$ cat src/rtl/seq_pattern_pkg.sv
// Shared types and widths for the serial pattern transmitter.
// The state enum is shared so the top and its bench agree on the FSM encoding.
package seq_pattern_pkg;

  localparam int DATA_W = 8;
  localparam int LEN_W  = 3;

  typedef enum logic [1:0] {
    IDLE  = 2'd0,
    SHIFT = 2'd1,
    GAP   = 2'd2
  } state_t;

endpackage

$ cat src/rtl/bit_down_counter.sv
// Loadable down counter with a zero flag.
// A decrement request at zero is ignored, so the count never wraps below zero.
module bit_down_counter
  import seq_pattern_pkg::*;
(
  input  logic             clk,
  input  logic             reset,
  input  logic             load,
  input  logic             dec,
  input  logic [LEN_W-1:0] load_val,
  output logic [LEN_W-1:0] count,
  output logic             zero
);

  always_ff @(posedge clk) begin
    if (reset) begin
      count <= '0;
    end else if (load) begin
      count <= load_val;
    end else if (dec && (count != '0)) begin
      count <= count - 1'b1;
    end
  end

  assign zero = (count == '0);

endmodule

$ cat src/rtl/seq_pattern_tx.sv
// Serialises data_in[len_in:0] MSB-first onto x, one bit per cycle, followed by one idle GAP cycle.
// x, x_valid and done are registered; the counter holds the index of the bit currently on x.
module seq_pattern_tx
  import seq_pattern_pkg::*;
(
  input  logic              clk,
  input  logic              reset,
  input  logic [DATA_W-1:0] data_in,
  input  logic [LEN_W-1:0]  len_in,
  input  logic              valid_in,
  output logic              ready_out,
  output logic              x,
  output logic              x_valid,
  output logic              done
);

  // Handshake: a frame transfers on a rising edge where valid_in and ready_out are both 1.
  // ready_out is high only in IDLE with reset low; inputs are ignored at all other times.

  state_t              state_q;
  state_t              state_d;
  logic [DATA_W-1:0]   sr_q;
  logic [LEN_W-1:0]    cnt;
  logic [LEN_W-1:0]    cnt_m1;
  logic                cnt_zero;
  logic                accept;
  logic                load;
  logic                dec;
  logic                x_d;
  logic                x_valid_d;
  logic                done_d;

  assign ready_out = (state_q == IDLE) && !reset;
  assign accept    = valid_in && ready_out;
  assign cnt_m1    = cnt - 1'b1;

  bit_down_counter u_cnt (
    .clk      (clk),
    .reset    (reset),
    .load     (load),
    .dec      (dec),
    .load_val (len_in),
    .count    (cnt),
    .zero     (cnt_zero)
  );

  always_comb begin
    state_d   = state_q;
    x_d       = 1'b0;
    x_valid_d = 1'b0;
    done_d    = 1'b0;
    load      = 1'b0;
    dec       = 1'b0;
    case (state_q)
      IDLE: begin
        if (accept) begin
          // First bit comes straight from the inputs so it is on x the cycle after acceptance.
          load      = 1'b1;
          state_d   = SHIFT;
          x_d       = data_in[len_in];
          x_valid_d = 1'b1;
          done_d    = (len_in == '0);
        end
      end
      SHIFT: begin
        if (cnt_zero) begin
          state_d = GAP;
        end else begin
          dec       = 1'b1;
          x_d       = sr_q[cnt_m1];
          x_valid_d = 1'b1;
          done_d    = (cnt_m1 == '0);
        end
      end
      GAP: begin
        state_d = IDLE;
      end
      default: begin
        state_d = IDLE;
      end
    endcase
  end

  always_ff @(posedge clk) begin
    if (reset) begin
      state_q <= IDLE;
      sr_q    <= '0;
      x       <= 1'b0;
      x_valid <= 1'b0;
      done    <= 1'b0;
    end else begin
      state_q <= state_d;
      x       <= x_d;
      x_valid <= x_valid_d;
      done    <= done_d;
      if (load) begin
        sr_q <= data_in;
      end
    end
  end

endmodule

$ cat config.mk
export PLATFORM = sky130hd
export DESIGN_NAME = seq_pattern_tx
export DESIGN_NICKNAME = d
export VERILOG_FILES = /design/src/rtl/seq_pattern_pkg.sv /design/src/rtl/bit_down_counter.sv /design/src/rtl/seq_pattern_tx.sv
export SDC_FILE = /design/constraint.sdc
export NUM_CORES = 1
export LEC_CHECK = 0
export ABC_CLOCK_PERIOD_IN_PS = 4700
export CAP_MARGIN = 20
export CELL_PAD_IN_SITES_DETAIL_PLACEMENT = 0
export CELL_PAD_IN_SITES_GLOBAL_PLACEMENT = 2
export CORE_ASPECT_RATIO = 0.5
export CORE_MARGIN = 5
export CORE_UTILIZATION = 31
export CTS_CLUSTER_DIAMETER = 40
export CTS_CLUSTER_SIZE = 28
export DETAILED_ROUTE_END_ITERATION = 16
export GPL_ROUTABILITY_DRIVEN = 0
export PLACE_DENSITY = 0.82
export SLEW_MARGIN = 30
export SYNTH_ARGS = -nofsm -noshare
export SYNTH_HDL_FRONTEND = slang
export SYNTH_SLANG_ARGS = --single-unit
$ cat constraint.sdc
create_clock -name clk -period 4.7 [get_ports clk]
set_clock_uncertainty 0.15 [all_clocks]
set_input_delay 0.94 -clock clk [delete_from_list [all_inputs] [get_ports clk]]
set_output_delay 0.94 -clock clk [all_outputs]
set_load 0.05 [all_outputs]
## Yosys cells after proc, flatten, opt, wreduce, memory -nomap -nowiden

Cells that the tools add are included.

| operators by class | value |
|---|---|
| muxes and demuxes | 20 |
| equality and inequality tests | 3 |
| order comparisons | 2 |
| add/sub/neg operators | 1 |
| reduce and logical (&&, ||, !) cells | 11 |

Operator list:

| cell | count |
|---|---|
| $mux 1 | 10 |
| $logic_not 3->1 | 3 |
| $lt 3x4->1 const B | 2 |
| $bmux 1 s3 | 2 |
| $mux 3 | 2 |
| $pmux 1 s2 | 3 |
| $mux 2 | 2 |
| $ne 2x2->1 const B | 2 |
| $pmux 2 s2 | 1 |
| $logic_and 1x1->1 | 3 |
| $reduce_bool 3->1 | 1 |
| $sub 3x1->3 const B | 1 |
| $eq 2x1->1 const B | 1 |
| $logic_not 2->1 | 1 |
| $reduce_and 2->1 | 1 |
| $reduce_bool 2->1 | 1 |
| $logic_not 1->1 | 1 |

| word-level totals | value |
|---|---|
| input bits | 14 |
| word-level logic and storage cells | 43 |
| register bits | 16 |
| output and inout port bits | 4 |

## Logic depth before layout (Yosys ltp)

| depth | value |
|---|---|
| word-level depth | 6 |
| gate-level depth with buffers | 6 |
| gate-level depth less buffers | 6 |

## By module

Synthesis repeated with hierarchy kept, for this count alone.

| second synthesis, totals | value |
|---|---|
| cell total of the unflattened synthesis | 86 |
| area, all modules | 848.3 µm² |

Modules (own cells, without submodules):

| module | area each (µm²) | sequential area each (µm²) | instances | cells each |
|---|---|---|---|---|
| seq_pattern_tx | 665.6 | 260.2 | 1 | 65 |
| bit_down_counter | 182.7 | 60.1 | 1 | 21 |

## Least setup slack after synthesis

Ideal clock, no wire load.

| path | value |
|---|---|
| kind | input -> output |
| start | in reset |
| end | out ready_out |
| path slack | 1993 ps |
| path buffers | 0 |
| cell stages on the path | 1 |
| required time | 3610 ps |
| arrival | 1617 ps |
| cells stage by stage | nor3_2 |

| between the ends | value |
|---|---|
| longest elaborated chain between the ends | 2 |

RTL lines:

| what | line | text |
|---|---|---|
| from (decl) | seq_pattern_tx.sv:7 | `input logic reset,` |
| $logic_not 1->1 | seq_pattern_tx.sv:33 | `assign ready_out = (state_q == IDLE) && !reset;` |
| $logic_and 1x1->1 | seq_pattern_tx.sv:33 |  |
| to (decl) | seq_pattern_tx.sv:11 | `output logic ready_out,` |

No other way between the ends.

## Final worst setup path

Ends and elaborated chain as after synthesis.

==> qor.yml <==
io_pins: 18
worstPathRequired_ns: 3.61
path_max_fanout: 15
p_int_mw: 0.253
ys_async_sr_fraction_pct: 0
layout-drive-gt1-share_pct: 5.56
syn_to_final_growth_pct: 31.2
slew_headroom_pct: 66.6
detailroute.via_count: 650
start_util_pct: 32.2
power.share.sequential_pct: 44.6
path_clk_slew_ns: 0.06
routed_wl_um: 1830
holdWs_ns: 0.323
cts_resized: 0
chipWidth_um: 83.0
status: "completed"
vdd_drop_max_mv: 0.124
comb_power_share_pct: 19.9
synth_edf_count: 0
coreArea_um2: 2570
syn-cell-area_um2: 827
finalMaxSlewViolations: 0
layout_common_cells: "nand2_1, clkdlybuf4s50_1, dfxtp_1"
placed_area_um2: 1030
rows: 13
hold_class: "reg -> reg"
cts_sinks: 16
nNetsFinal: 126
total_power_mw: 0.340
root_buffer: "clkbuf_8"
multi_input_area_um2: 482
regArea_um2: 320
hold_buffers: 0
die_h_um: 46.5
numPortBuffers: 17
worst_slew_pin_slew_ns: 0.499
cts_buffers: 3
wire_per_inst_um: 12.6
post_cts_buffers: 0
synth_fp_nets: 107
cts_tree: "done"
hpwlAfterDp_um: 1390
dp.cells: 141
p_sw_share_pct: 25.8
synthCells: 90
synthFlopType: "dfxtp_1"
timing.fmax_mhz: 261
htree_levels: 1
p_leak_nw: 0.436
maxCapViolCount: 0
grt_usage_pct: 10.1
diodes: 0
synth_cell_type_count: 29
min_period_over_period_pct: 81.6
grt_max_degree: 16
p_clk_share_pct: 35.5
power_density_nw_per_um2: 314
critPathCaptureType: "primary output"
grt_pass1_wl_um: 3000
cts_buffer_depth: 2
setup_viol: 0
rsz0062_at_grt: "false"
grt_pass1_vias: 632
post-route-cell-area_um2: 1080
drt_iter0_markers: 58
arrival_ns: 2.74
grt_overflow: 0
setup_tns_ns: 0
critPathLaunchType: "input port"
syn_area_per_cell_um2: 9.19
final_common_cell: "nand2_1"
ys_seq_elements: 16
path_class: "in -> out"
drc_errors: 0
yosysSeqAreaShare_pct: 38.7
drt_pass1_iterations: 4
dieArea_um2: 3860
antenna_left: 0
clk_latency_ns: 0.25
layout.cells.non_filler: 145
p_switching_mw: 0.0877
ys_warn_count: 0
antenna_found_initial: 0
fin_crit_ns: 3.83
n_fill_cell: 280
hold_viol: 0
viasPerCell: 4.48
-- through the flow --
step	setup WS, ns	util, %
after CTS	0.848	42.2
after global routing	0.772	42.2
after floorplan	1.99	-
after detailed placement	0.851	40.1
final	0.867	42.2
after global placement	0.847	40.1
-- kinds of logic after synthesis --
group                    Yosys count  synth area share [%]
AND/OR/NAND/NOR                   47                  29.2
flip-flops                        16                  38.7
AO/OA/AOI/OAI                     12                  9.53
buffers and inverters              6                  3.03
multiplexers                       5                  13.9
adder cells (fa/ha/maj)            3                  4.54
XOR/XNOR                           1                  1.06
-- worst paths after layout --
check,start,endpoint,slack (ns),cells past startpoint
max,reset,ready_out,0.87,3
min,sr_q[4],sr_q[4],0.32,2
max reg2reg,u_cnt.count[0],x,2.87,6
min reg2reg,sr_q[4],sr_q[4],0.32,2
-- sequential cells by signal, indices dropped and copies added (netlist names) --
register / flops
state_q: 2
done: 1
sr_q: 8
x_valid: 1
u_cnt.count: 3
x: 1
-- synth_stat cells, types with 2 or more instances --
cell,instances,area [um^2]
a21oi_1,3,15.0
and2_1,3,18.8
buf_2,2,10.0
dfxtp_1,16,320
ha_1,3,37.5
inv_1,3,11.3
mux4_1,4,105
nand2_1,18,67.6
nand3b_1,8,60.1
nor2_1,8,30.0
nor2b_1,3,18.8
o21ai_0,2,10.0
-- critical path, cell delays in order --
cell and delay [ns]:
clkdlybuf4s50_1 0.66, nor3_2 0.29, clkdlybuf4s50_1 0.85
-- power by group through the flow --
stage,sequential (mW),combinational (mW),clock (mW)
detailed placement,0.155,0.0674,0
CTS,0.152,0.0678,0.125
global placement,0.155,0.0682,0
finish,0.152,0.0677,0.121
global route,0.153,0.0741,0.131
floorplan,0.156,0.0402,0
-- metal layers --
layer	global-route usage, %	wire length (um)	share of wire, %	vias to the layer above
met3	3.93	87	4.7	2
met1	13.0	980	53	279
met5	0	0	0	-
met4	2.93	20	1.1	0
li1	-	-	-	354
met2	15.9	744	41	15
-- area by class of cell --
cell class	count	share of cell area, %
inverter	3	1.04
sequential	16	29.5
multi-input combinational	68	44.4
clock buffer	4	5.07
timing repair buffer	17	15.7
tap	37	4.27
Note: power is estimated with default switching activity, not from simulation.
